$ cat src/rtl/cpu_pipe_pkg.sv
// Shared pipeline definitions: register-file geometry, default producer
// latencies and the instruction class encoding seen by the ID stage.
package cpu_pipe_pkg;

  localparam int REG_W    = 4;
  localparam int NUM_REGS = 16;
  localparam int LAT_W    = 3;
  localparam int LOAD_LAT = 1;
  localparam int MUL_LAT  = 3;

  typedef enum logic [1:0] {
    OP_ALU  = 2'd0,
    OP_LOAD = 2'd1,
    OP_MUL  = 2'd2,
    OP_DIV  = 2'd3
  } op_class_e;

endpackage

$ cat src/rtl/scoreboard_entry.sv
// One scoreboard slot: a countdown of cycles until a fixed-latency result
// becomes forwardable, plus a flag for an outstanding iterative divide.
// A fresh issue to the register wins over a flush clear, which wins over
// divide completion and the per-cycle countdown.
module scoreboard_entry #(
  parameter int LAT_W = cpu_pipe_pkg::LAT_W
) (
  input  logic             clk,
  input  logic             rst_n,
  input  logic             set,
  input  logic [LAT_W-1:0] load_val,
  input  logic             set_div,
  input  logic             clr,
  input  logic             clr_div,
  input  logic             dec,
  output logic             busy,
  output logic             div_pend
);

  logic [LAT_W-1:0] cnt_q, cnt_d;
  logic             div_pend_q, div_pend_d;

  // Next-state selection for the countdown and the divide flag.
  always_comb begin
    // NOTE: defaulting every target to its held value first keeps this block free of inferred latches.
    cnt_d      = cnt_q;
    div_pend_d = div_pend_q;
    if (set) begin
      cnt_d      = load_val;
      div_pend_d = set_div;
    end else if (clr) begin
      cnt_d      = '0;
      div_pend_d = 1'b0;
    end else begin
      if (dec && (cnt_q != '0)) cnt_d = cnt_q - 1'b1;
      if (clr_div)              div_pend_d = 1'b0;
    end
  end

  // State registers with synchronous active-low reset.
  always_ff @(posedge clk) begin
    // NOTE: state flops take non-blocking assignments so every flop samples pre-edge values.
    if (!rst_n) begin
      cnt_q      <= '0;
      div_pend_q <= 1'b0;
    end else begin
      cnt_q      <= cnt_d;
      div_pend_q <= div_pend_d;
    end
  end

  assign busy     = (cnt_q != '0) | div_pend_q;
  assign div_pend = div_pend_q;

endmodule

$ cat src/rtl/hazard_scoreboard.sv
// Producer-side hazard scoreboard between ID and the ID/EX register.
// Tracks register writes whose results cannot be forwarded yet (loads,
// multi-cycle MUL, iterative DIV) and stalls IF/ID plus bubbles EX until
// every source of the ID instruction is forwardable.
// Optional build macro STALL_PERF_EN adds a saturating stall-cycle counter;
// without it perf_stall_cnt is tied to zero.
module hazard_scoreboard #(
  parameter int NUM_REGS = cpu_pipe_pkg::NUM_REGS,
  parameter int REG_W    = cpu_pipe_pkg::REG_W,
  parameter int LAT_W    = cpu_pipe_pkg::LAT_W,
  parameter int LOAD_LAT = cpu_pipe_pkg::LOAD_LAT,
  parameter int MUL_LAT  = cpu_pipe_pkg::MUL_LAT
) (
  input  logic                clk,
  input  logic                rst_n,
  input  logic                id_valid,
  input  logic [REG_W-1:0]    id_rs1,
  input  logic                id_rs1_used,
  input  logic [REG_W-1:0]    id_rs2,
  input  logic                id_rs2_used,
  input  logic [REG_W-1:0]    id_rd,
  input  logic                id_rd_wr,
  input  logic [1:0]          id_op_class,
  input  logic                ex_flush,
  input  logic                div_busy,
  input  logic                div_done,
  input  logic [REG_W-1:0]    div_rd,
  output logic                stall_if,
  output logic                stall_id,
  output logic                bubble_ex,
  output logic [NUM_REGS-1:0] sb_pending,
  output logic [31:0]         perf_stall_cnt
);

  import cpu_pipe_pkg::*;

  op_class_e           op_cls;
  logic [NUM_REGS-1:0] busy_vec;
  logic [NUM_REGS-1:0] div_pend_vec;
  logic                hazard;
  logic                struct_haz;
  logic                stall;
  logic                issue;
  logic                wr_rd;
  logic                flush_clr;
  logic [LAT_W-1:0]    load_val;

  // The instruction issued last cycle; ex_flush squashes it in EX.
  logic                last_vld_q, last_vld_d;
  logic [REG_W-1:0]    last_rd_q, last_rd_d;
  op_class_e           last_cls_q, last_cls_d;

  // Hazard detection, stall/issue decision and the countdown value to load.
  always_comb begin
    op_cls     = op_class_e'(id_op_class);
    hazard     = id_valid & ((id_rs1_used & busy_vec[id_rs1]) |
                             (id_rs2_used & busy_vec[id_rs2]));
    struct_haz = id_valid & (op_cls == OP_DIV) & (div_busy | (|div_pend_vec));
    stall      = (hazard | struct_haz) & ~ex_flush;
    issue      = id_valid & ~stall & ~ex_flush;
    wr_rd      = issue & id_rd_wr;
    // An ALU producer already cleared its entry at issue, so only
    // long-latency producers leave anything to undo when squashed.
    flush_clr  = ex_flush & last_vld_q & (last_cls_q != OP_ALU);
    case (op_cls)
      OP_LOAD: load_val = LAT_W'(LOAD_LAT);
      OP_MUL:  load_val = LAT_W'(MUL_LAT);
      default: load_val = '0;
    endcase
  end

  for (genvar r = 0; r < NUM_REGS; r++) begin : g_entry
    scoreboard_entry #(
      .LAT_W (LAT_W)
    ) u_entry (
      .clk      (clk),
      .rst_n    (rst_n),
      .set      (wr_rd && (id_rd == REG_W'(r))),
      .load_val (load_val),
      .set_div  (op_cls == OP_DIV),
      .clr      (flush_clr && (last_rd_q == REG_W'(r))),
      .clr_div  (div_done && (div_rd == REG_W'(r))),
      .dec      (1'b1),
      .busy     (busy_vec[r]),
      .div_pend (div_pend_vec[r])
    );
  end

  // Remember which register-writing instruction entered EX this cycle.
  always_comb begin
    last_vld_d = wr_rd;
    last_rd_d  = id_rd;
    last_cls_d = op_cls;
  end

  // Last-issue registers with synchronous active-low reset.
  always_ff @(posedge clk) begin
    if (!rst_n) begin
      last_vld_q <= 1'b0;
      last_rd_q  <= '0;
      last_cls_q <= OP_ALU;
    end else begin
      last_vld_q <= last_vld_d;
      last_rd_q  <= last_rd_d;
      last_cls_q <= last_cls_d;
    end
  end

`ifdef STALL_PERF_EN
  logic [31:0] perf_q, perf_d;

  // Count stall cycles, holding at all-ones instead of wrapping.
  always_comb begin
    perf_d = perf_q;
    if (stall && (perf_q != 32'hFFFF_FFFF)) perf_d = perf_q + 32'd1;
  end

  // Counter register, cleared only by reset.
  always_ff @(posedge clk) begin
    if (!rst_n) perf_q <= 32'd0;
    else        perf_q <= perf_d;
  end

  assign perf_stall_cnt = perf_q;
`else
  assign perf_stall_cnt = 32'd0;
`endif

  assign stall_if   = stall;
  assign stall_id   = stall;
  assign bubble_ex  = stall;
  assign sb_pending = busy_vec;

endmodule

$ cat config.mk
export PLATFORM = sky130hd
export DESIGN_NAME = hazard_scoreboard
export DESIGN_NICKNAME = d
export VERILOG_FILES = /design/src/rtl/cpu_pipe_pkg.sv /design/src/rtl/scoreboard_entry.sv /design/src/rtl/hazard_scoreboard.sv
export SDC_FILE = /design/constraint.sdc
export NUM_CORES = 1
export LEC_CHECK = 0
export CORE_UTILIZATION = 45
export CTS_CLUSTER_SIZE = 25
export DETAILED_ROUTE_END_ITERATION = 12
export PLACE_DENSITY = 0.78
export REMOVE_ABC_BUFFERS = 1
export SYNTH_ARGS = -nofsm -noshare
export SYNTH_HDL_FRONTEND = slang
export SYNTH_SLANG_ARGS = --single-unit
export TNS_END_PERCENT = 5
$ cat constraint.sdc
create_clock -name clk -period 6.8 [get_ports clk]
set_input_delay 1.36 -clock clk [delete_from_list [all_inputs] [get_ports clk]]
set_output_delay 1.36 -clock clk [all_outputs]
set_load 0.01 [all_outputs]
==> results_dict.tcl, run 1 <==
set metrics [dict create \
    status "completed" \
    htree_num_levels 3 \
    critPathMaxStageDelay_ps 600 \
    min_from "g_entry[10].u_entry.div_pend$_SDFFE_PN0P_" \
    antenna_found_initial 0 \
    clkTransAtPathRegs_ps 70 \
    syn_area_sq_um 4930 \
    holdCritPathClass "register to register" \
    n_antenna_cell 0 \
    cts_buffers 9 \
    period_share_pct 80.78 \
    gr-total-overflow 0 \
    ctsResizeCount 0 \
    whs_path_depth 2 \
    cp_num_buf_inv 2 \
    cts.sinks 71 \
    die_h_um 106.7 \
    pin_count 78 \
    tightest_slew_ps 870.1 \
    syn_to_final_growth_pct 9.619 \
    final_nets 638 \
    multi_input_area_sq_um 2972 \
    syn_area_per_cell_sq_um 8.963 \
    timing.rr.end "g_entry[0].u_entry.cnt_q[1]$_SDFFE_PN0P_" \
    clk_latency_ps 350 \
    worstPathCellList "clkdlybuf4s50_1 -> mux4_1 -> mux4_2 -> and2_4 -> nor2_1 -> nor3b_2 -> clkdlybuf4s50_1" \
    drv_cap 0 \
    avgRoutedWirePerCell_um 15.48 \
    path_class "primary input to output pin" \
    synth_cells 550 \
    yosys_warnings 0 \
    setup_tns_ps 0 \
    cp_data_required_time_ps 5440 \
    ff_latch_area_sq_um 1421 \
    worst_path_max_delay_cell "mux4_1" \
    end_kind "output pin" \
    synthArstFlopShare_pct 0 \
    p_total_w 0.002081 \
    via_per_inst 5.333 \
    vias 3829 \
    finalCriticalPeriod_ps 5493 \
    drv_slew 0 \
    r2r_start "g_entry[0].u_entry.cnt_q[0]$_SDFFE_PN0P_" \
    cpLargestDelayFamily "buffers and inverters" \
    grt_max_degree 29 \
    ir_drop_mv 0.2321 \
    detail_route.first_pass.iterations 5 \
    fillers 949 \
    grt_usage_pct 20.63 \
    worstPathArrival_ps 4130 \
    coreArea_sq_um 10460 \
    std_cell_rows 37 \
    final_layout_size_suffix_gt1_share_pct 8.763 \
    ys_types 44 \
    wl_um 11120 \
    seq_area_frac_synth_pct 28.83 \
    clock_path_buffers 2 \
    hpwl_um 8810 \
    cts_root_buf "clkbuf_8" \
    drt_iter0_drc 204 \
    ys.flop_type "dfxtp_1" \
    drc 0 \
    max_freq_mhz 182.1 \
    powerDensity_nw_per_um2 385.2 \
    die_x_um 106.7 \
    slew-limit-headroom_pct 41.81 \
    hold_end "g_entry[10].u_entry.div_pend$_SDFFE_PN0P_" \
    worst-path-max-fanout 17 \
    grt_pass1_vias 3798 \
    crit_path_frequent_cell "clkdlybuf4s50_1" \
    rsz0062_at_grt "no" \
    grt_pass1_wl_um 18180 \
    ant_nets 0 \
    startpoint_type "primary input" \
    port-buffer-count 45 \
    start_util_pct 47.12 \
    dieArea_sq_um 11380 \
    crit_path_start "id_rs1[2]" \
    finalWeightedCongestion 0.9040 \
    cts_tree "yes" \
    reg2reg_setup_slack_ps 3570 \
    r2r_cells 9 \
    fin_worst_skew_ps 5.980 \
    hold_buffers 0 \
    cts_setup_buffers 0 \
    synth-seq-cells 71 \
    hold_viol 0 \
    finalSetupViolations 0 \
    power_leakage_nw 2.055 \
    synth_edf_count 0 \
]
## cell type report
cell class / count / share of cell area [%]
multi-input combinational: 399 / 54.99
sequential: 71 / 26.30
timing repair buffer: 46 / 8.474
inverter: 50 / 3.473
clock buffer: 14 / 3.380
tap: 136 / 3.149
clock inverter: 2 / 0.2315
## how the worst max path moves through the flow
| stage | end | slack, ps | cells past startpoint |
|---|---|---|---|
| floorplan | bubble_ex | 1340 | 5 |
| global placement | bubble_ex | 1350 | 7 |
| finish | bubble_ex | 1310 | 7 |
| global route | stall_if | 1110 | 9 |
| CTS | bubble_ex | 1290 | 7 |
| detailed placement | bubble_ex | 1310 | 7 |
## metrics by stage
step                worst slack, ps  cell area, sq um  hold slack [ps]  std cells  utilization [%]
floorplan                      1342              4581            476.1        520                -
global placement               1352              5209            497.7        702            49.78
detailed placement             1312              5209            509.4        702            49.78
CTS                            1294              5404            519.5        718            51.65
global route                   1105              5404            536.3        718            51.65
finish                         1307              5404            519.4        718            51.65
## state kept, by name, summed over array words and instances (netlist names)
signal / count
last_cls_q: 2
g_entry.u_entry.cnt_q: 48
last_vld_q: 1
last_rd_q: 4
g_entry.u_entry.div_pend: 16
## logic make-up after synthesis
kind of cell / count (synthesis) / synth area share [%]
fa+ha+maj: 34 / 8.629
flops: 71 / 28.83
mux: 57 / 14.57
buf+inv: 111 / 13.25
simple gates: 191 / 22.59
other cells: 1 / 0.07607
compound gates: 69 / 9.213
xor+xnor: 16 / 2.843
## per-layer routing
layer  share of wire [%]  track usage [%]  routed length, um  vias to the layer above
met1                  43            25.43               4812                     1790
met4                 2.5            8.219                275                        0
met5                   0                0                  0                        -
met2                  48            35.12               5305                      150
met3                 6.5            4.195                723                       27
li1                    -                -                  -                     1862
## power breakdown
part           leakage, nW  switching [W]  internal, W  total (W)
Clock               0.0987       0.000161     0.000172   0.000333
Combinational         1.37       0.000634     0.000523    0.00116
Sequential           0.585      0.0000596     0.000532   0.000591
Total                 2.06       0.000854      0.00123    0.00208
## layout by cell type (no fill, tap or decap), types with 10 or more instances in the layout
master,n
o21ai_0,29
o21a_1,10
conb_1,32
dfxtp_1,71
ha_1,34
nand2b_1,20
nand3_1,11
o211ai_1,10
clkdlybuf4s50_1,45
nor3_4,16
mux2i_1,41
inv_1,50
nor2_1,33
clkbuf_8,13
xnor2_1,13
nand2_1,68
## synth_stat cells, drive strengths merged (3+ instances only)
cell	n	share of area (%)
dfxtp	71	29
nand2	68	5.2
buf	53	8.8
inv	50	3.8
mux2i	41	8.3
ha	34	8.6
nor2	33	2.5
o21ai	30	3.0
nand2b	22	2.9
nor3	21	5.8
xnor2	13	2.3
nand3	11	1.1
o211ai	10	1.5
o21a	10	1.5
mux4	9	4.6
a21oi	8	0.81
and2	8	1.1
clkbuf	8	0.61
mux2	7	1.6
nand4	7	0.89
nor2b	5	0.63
o311ai	4	0.71
nand3b	3	0.46
nor4	3	0.38
or2	3	0.38
xor2	3	0.53
## worst min-delay path: stages (launching register included)
cell and delay [ps]:
dfxtp_1 320, o311ai_0 80, mux2i_1 70
(Power assumes the default switching activity.)
==> run 2, diff against run 1 <==
--- a/config.mk
+++ b/config.mk
@@ -8,7 +8,7 @@
 export CORE_UTILIZATION = 45
 export CTS_CLUSTER_SIZE = 25
 export DETAILED_ROUTE_END_ITERATION = 12
-export PLACE_DENSITY = 0.78
+export PLACE_DENSITY = 0.8
 export REMOVE_ABC_BUFFERS = 1
 export SYNTH_ARGS = -nofsm -noshare
 export SYNTH_HDL_FRONTEND = slang
==> constraint.sdc (replaced) <==
create_clock -name clk -period 4.5 [get_ports clk]
set_input_delay 0.9 -clock clk [delete_from_list [all_inputs] [get_ports clk]]
set_output_delay 0.9 -clock clk [all_outputs]
set_load 0.01 [all_outputs]
==> run 2 against run 1 <==
Sequential share of layout area up 0.13 points. Global-route usage up 0.060 points. Clock power up 28%. Non-clock buffer count up 2. Worst setup slack worse by 1200 ps. Wire length down 0.82%. Clock skew up 1.9 ps. Total power up 47%. Register-to-register slack worse by 2400 ps. Critical path depth unchanged. Combinational power up 50%. Via count up 0.47%.
==> results_dict.tcl, run 2 (synthesis results as in run 1) <==
set metrics [dict create \
    slew-limit-headroom_pct 41.49 \
    whs_path_depth 2 \
    largest_reg_flops 48 \
    port-buffer-count 45 \
    end_kind "output pin" \
    drt_iter0_drc 291 \
    grt_max_degree 29 \
    dieArea_sq_um 11380 \
    cp_num_buf_inv 2 \
    cp_data_required_time_ps 3600 \
    rsz0062_at_grt "no" \
    n_antenna_cell 0 \
    via_per_inst 5.365 \
    avgRoutedWirePerCell_um 15.38 \
    finalSetupViolations 0 \
    ant_nets 0 \
    cp.depth 7 \
    start_util_pct 47.12 \
    r2r_cells 10 \
    post-place-ws_ps 34.90 \
    critPathMaxStageDelay_ps 590 \
    powerDensity_nw_per_um2 568.4 \
    cts_setup_buffers 0 \
    worst_slack_ps 130.0 \
    instances_no_fill 717 \
    worst-path-max-fanout 4 \
    crit_path_frequent_cell "clkdlybuf4s50_1" \
    cts.sinks 71 \
    hold_end "g_entry[10].u_entry.div_pend$_SDFFE_PN0P_" \
    status "completed" \
    min_from "g_entry[10].u_entry.div_pend$_SDFFE_PN0P_" \
    path_class "primary input to output pin" \
    syn_to_final_growth_pct 9.086 \
    worstPathCellList "clkdlybuf4s50_1 -> mux4_1 -> mux4_2 -> and2_4 -> nor2_2 -> nor3b_2 -> clkdlybuf4s50_1" \
    clock_path_buffers 2 \
    clkTransAtPathRegs_ps 60 \
    cts_root_buf "clkbuf_8" \
    timing.rr.end "g_entry[4].u_entry.cnt_q[1]$_SDFFE_PN0P_" \
    holdCritPathClass "register to register" \
    top_register "g_entry.u_entry.cnt_q" \
    coreArea_sq_um 10460 \
    worstPathArrival_ps 3470 \
    vias 3847 \
    die_h_um 106.7 \
    mostFrequentLayoutCell "dfxtp_1" \
    fin_worst_skew_ps 7.923 \
    dp.cells 704 \
    tightest_slew_ps 874.9 \
    drv_slew 0 \
    gr-total-overflow 0 \
    clk_latency_ps 350 \
    r2r_start "g_entry[0].u_entry.cnt_q[0]$_SDFFE_PN0P_" \
    final_nets 640 \
    wl_um 11030 \
    cts_tree "yes" \
    pin_count 78 \
    htree_num_levels 3 \
    ir_drop_mv 0.2739 \
    setup_tns_ps 0 \
    grt_usage_pct 20.69 \
    std_cell_rows 37 \
    layout_common_cells "dfxtp_1 (71), nand2_1 (68), inv_1 (50)" \
    drv_cap 0 \
    hpwl_um 8822 \
    hold_viol 0 \
    ctsResizeCount 0 \
    period_share_pct 97.11 \
    placed_cell_area_sq_um 5224 \
    die_x_um 106.7 \
    drc 0 \
    power_leakage_nw 2.047 \
    cpLargestDelayFamily "multiplexers" \
    final_layout_size_suffix_gt1_share_pct 8.778 \
    grt_pass1_wl_um 18290 \
    reg2reg_setup_slack_ps 1160 \
    fin_area_sq_um 5378 \
    antenna_found_initial 0 \
    cts_buffers 9 \
    max_freq_mhz 228.8 \
    hold_buffers 0 \
    startpoint_type "primary input" \
    fillers 965 \
    grt_pass1_vias 3770 \
    finalCriticalPeriod_ps 4370 \
    worst_path_max_delay_cell "mux4_1" \
    finalWeightedCongestion 0.8491 \
    detail_route.first_pass.iterations 6 \
]
[run 2: routing by layer]
| metal | GRT usage [%] | up-vias | wire length [um] |
|---|---|---|---|
| met5 | 0 | - | 0 |
| met4 | 7.730 | 0 | 248 |
| met1 | 24.66 | 1809 | 4562 |
| met3 | 5.836 | 22 | 873 |
| met2 | 35.25 | 152 | 5341 |
| li1 | - | 1864 | - |
[run 2: how the worst max path moves through the flow]
stage / from / endpoint / slack, ps
2_1_floorplan: id_rs2[2] / bubble_ex / -40
6_report: id_rs1[2] / stall_if / 130
4_1_cts: id_rs1[2] / stall_if / 40
5_1_grt: id_rs1[2] / stall_if / 80
3_3_place_gp: id_rs1[2] / bubble_ex / 90
3_5_place_dp: id_rs1[2] / stall_if / 30
[run 2: power breakdown]
| part | total, W | switching (W) | leakage, nW | internal [W] |
|---|---|---|---|---|
| sequential | 0.000893 | 0.0000888 | 0.585 | 0.000804 |
| combinational | 0.00174 | 0.000945 | 1.38 | 0.000794 |
| clock | 0.000425 | 0.000221 | 0.0809 | 0.000204 |
| total | 0.00306 | 0.00125 | 2.05 | 0.00180 |
[run 2: layout make-up]
class / count / area [sq um] / share of cell area (%)
clock inverter: 2 / 10.01 / 0.1861
clock buffer: 11 / 141.4 / 2.629
sequential: 71 / 1421 / 26.43
multi-input combinational: 399 / 2974 / 55.30
inverter: 50 / 187.7 / 3.490
tap: 136 / 170.2 / 3.164
timing repair buffer: 48 / 473.0 / 8.795
[run 2: metrics by stage]
step / util [%] / total power (W) / hold WS [ps]
after floorplan: - / 0.002076 / 476.1
after global placement: 49.93 / 0.002516 / 498.5
after detailed placement: 49.93 / 0.002634 / 507.8
after CTS: 51.38 / 0.003066 / 519.5
after global routing: 51.40 / 0.003331 / 554.2
final: 51.40 / 0.003057 / 515.5
[run 2: tightest hold or removal path: stages, from the launching register on]
cell and delay (ps):
dfxtp_1 320, o311ai_0 80, mux2i_1 70
==> run 3, diff against run 2 <==
--- a/config.mk
+++ b/config.mk
@@ -5,10 +5,11 @@
 export SDC_FILE = /design/constraint.sdc
 export NUM_CORES = 1
 export LEC_CHECK = 0
-export CORE_UTILIZATION = 45
+export CORE_UTILIZATION = 59
+export CTS_BUF_LIST = sky130_fd_sc_hd__clkbuf_16
 export CTS_CLUSTER_SIZE = 25
 export DETAILED_ROUTE_END_ITERATION = 12
-export PLACE_DENSITY = 0.8
+export PLACE_DENSITY = 0.95
 export REMOVE_ABC_BUFFERS = 1
 export SYNTH_ARGS = -nofsm -noshare
 export SYNTH_HDL_FRONTEND = slang
==> constraint.sdc (replaced) <==
create_clock -name clk -period 5.48 [get_ports clk]
set_input_delay 1.096 -clock clk [delete_from_list [all_inputs] [get_ports clk]]
set_output_delay 1.096 -clock clk [all_outputs]
set_load 0.01 [all_outputs]
==> run 3 against run 2 <==
Highest routed layer unchanged. Global-route usage grew 6.3 points. Combinational power fell by 17%. Worst setup slack improved by 380 ps. Sequential power down 17%. Core utilization up 17 points. Total power fell by 12%. First-iteration DRC count rose by 19%. Largest power group unchanged. Hold slack improved by 12 ps.
==> results_dict.tcl, run 3 (synthesis results as in run 1) <==
set metrics [dict create \
    status "completed" \
    largest_reg_flops 48 \
    start_util_pct 62.50 \
    startpoint_type "primary input" \
    syn_to_final_growth_pct 9.797 \
    powerDensity_nw_per_um2 495.8 \
    drv_slew 0 \
    grt_usage_pct 26.96 \
    detail_route.first_pass.iterations 6 \
    die_h_um 93.41 \
    instances_no_fill 682 \
    layout_common_cells "dfxtp_1 (71), nand2_1 (68), inv_1 (53)" \
    worst-path-max-fanout 17 \
    n_antenna_cell 0 \
    switching_share_pct 40.07 \
    antenna_found_initial 0 \
    hold_buffers 0 \
    ir_drop_mv 0.2237 \
    htree_num_levels 3 \
    cp_data_required_time_ps 4380 \
    setup_tns_ps 0 \
    seqPwrFrac_pct 27.5 \
    fin_worst_skew_ps 5.240 \
    p_sw_w 0.001075 \
    pwr-share-clk_pct 18.5 \
    pin_count 78 \
    top_register "g_entry.u_entry.cnt_q" \
    finalSetupViolations 0 \
    grt_max_degree 29 \
    wl_um 11250 \
    std_cell_rows 32 \
    grt_pass1_vias 3795 \
    cts_root_buf "clkbuf_16" \
    hold_viol 0 \
    gr-total-overflow 0 \
    worst_path_max_delay_cell "clkdlybuf4s50_1" \
    reg2reg_setup_slack_ps 2300 \
    holdCritPathClass "register to register" \
    cpLargestDelayFamily "buffers and inverters" \
    worst_slack_ps 509.8 \
    cts_tree "yes" \
    crit_path_frequent_cell "clkdlybuf4s50_1" \
    power_frac_comb_pct 54.0 \
    clk_latency_ps 330 \
    avgRoutedWirePerCell_um 16.50 \
    path_class "primary input to output pin" \
    post-place-ws_ps 482.9 \
    drc 0 \
    dp.cells 668 \
    rsz0062_at_grt "no" \
    cts_setup_buffers 0 \
    finalWeightedCongestion 0.9816 \
    drt_iter0_drc 345 \
    dieArea_sq_um 8725 \
    worstPathCellList "clkdlybuf4s50_1 -> mux4_1 -> mux4_2 -> and2_4 -> nor2_1 -> nor3b_2 -> clkdlybuf4s50_1" \
    final_layout_size_suffix_gt1_share_pct 8.103 \
    finalCriticalPeriod_ps 4970 \
    cp_num_buf_inv 2 \
    p_int_w 0.001608 \
    critPathMaxStageDelay_ps 590 \
    period_share_pct 90.70 \
    slew-limit-headroom_pct 40.58 \
    worstPathArrival_ps 3870 \
    die_x_um 93.41 \
    cts.sinks 71 \
    clkTransAtPathRegs_ps 50 \
    clock_path_buffers 2 \
    vias 3985 \
    ant_nets 0 \
    tightest_slew_ps 888.6 \
    final_nets 638 \
    drv_cap 0 \
    mostFrequentLayoutCell "dfxtp_1" \
    ctsResizeCount 0 \
    hpwl_um 8368 \
    cts_buffers 9 \
    coreArea_sq_um 7888 \
    max_freq_mhz 201.2 \
    end_kind "output pin" \
    power_leakage_nw 2.091 \
    via_per_inst 5.843 \
    grt_pass1_wl_um 17960 \
    port-buffer-count 45 \
]
## run 3: cell types whose count changed in the layout (fill, tap and decap cells not counted), sizes merged
cell and change:
buf -2, clkbuf -2, inv +3
## run 3: worst register-to-register path, cell delays in order, from the launching register on
cell and delay [ps]:
dfxtp_1 320, inv_1 70, ha_1 160, ha_1 300
nand2b_2 160, mux4_1 520, mux4_2 460, and2_4 310
nor3_4 370, mux2_2 390
## run 3: path summary, 6_finish.rpt
kind                                                                from                                  endpoint  cells after the start
worst min register to register  g_entry[5].u_entry.div_pend$_SDFFE_PN0P_  g_entry[5].u_entry.div_pend$_SDFFE_PN0P_                      2
worst max register to register  g_entry[4].u_entry.cnt_q[0]$_SDFFE_PN0P_  g_entry[1].u_entry.cnt_q[0]$_SDFFE_PN0P_                      9
worst max-delay path                                           id_rs1[2]                                 bubble_ex                      7
worst min-delay path            g_entry[5].u_entry.div_pend$_SDFFE_PN0P_  g_entry[5].u_entry.div_pend$_SDFFE_PN0P_                      2
## run 3: per-layer routing
metal | global-route usage (%) | part of all wire, % | up-vias
met5 | 0 | 0 | -
met4 | 10.13 | 2.8 | 0
met3 | 5.854 | 8.8 | 32
met2 | 48.22 | 50 | 209
met1 | 31.32 | 39 | 1884
li1 | - | - | 1860
## run 3: metrics by stage
stage                     hold slack [ps]  total power [W]  utilization [%]  area, sq um
final                               527.4         0.002684            68.62         5413
after detailed placement            513.8         0.002159            65.50         5166
after floorplan                     476.1         0.001704                -         4581
after CTS                           520.6         0.002678            68.62         5413
after global placement              488.4         0.002051            65.50         5166
after global routing                551.3         0.002871            68.62         5413
## run 3: power groups by stage
stage	clock network [W]	logic (W)	registers [W]
2_1_floorplan	0	0.000976	0.000729
3_3_place_gp	0	0.00132	0.000735
3_5_place_dp	0	0.00141	0.000746
4_1_cts	0.000498	0.00144	0.000736
5_1_grt	0.000520	0.00160	0.000753
6_report	0.000495	0.00145	0.000738
## run 3: area by class of cell
| class | count | area, sq um |
|---|---|---|
| Fill cell | 575 | 2475 |
| Tap cell | 102 | 127.6 |
| Clock buffer | 9 | 225.2 |
| Clock inverter | 5 | 21.27 |
| Multi-Input combinational cell | 399 | 2972 |
| Inverter | 50 | 187.7 |
| Timing Repair Buffer | 46 | 457.9 |
| Sequential cell | 71 | 1421 |
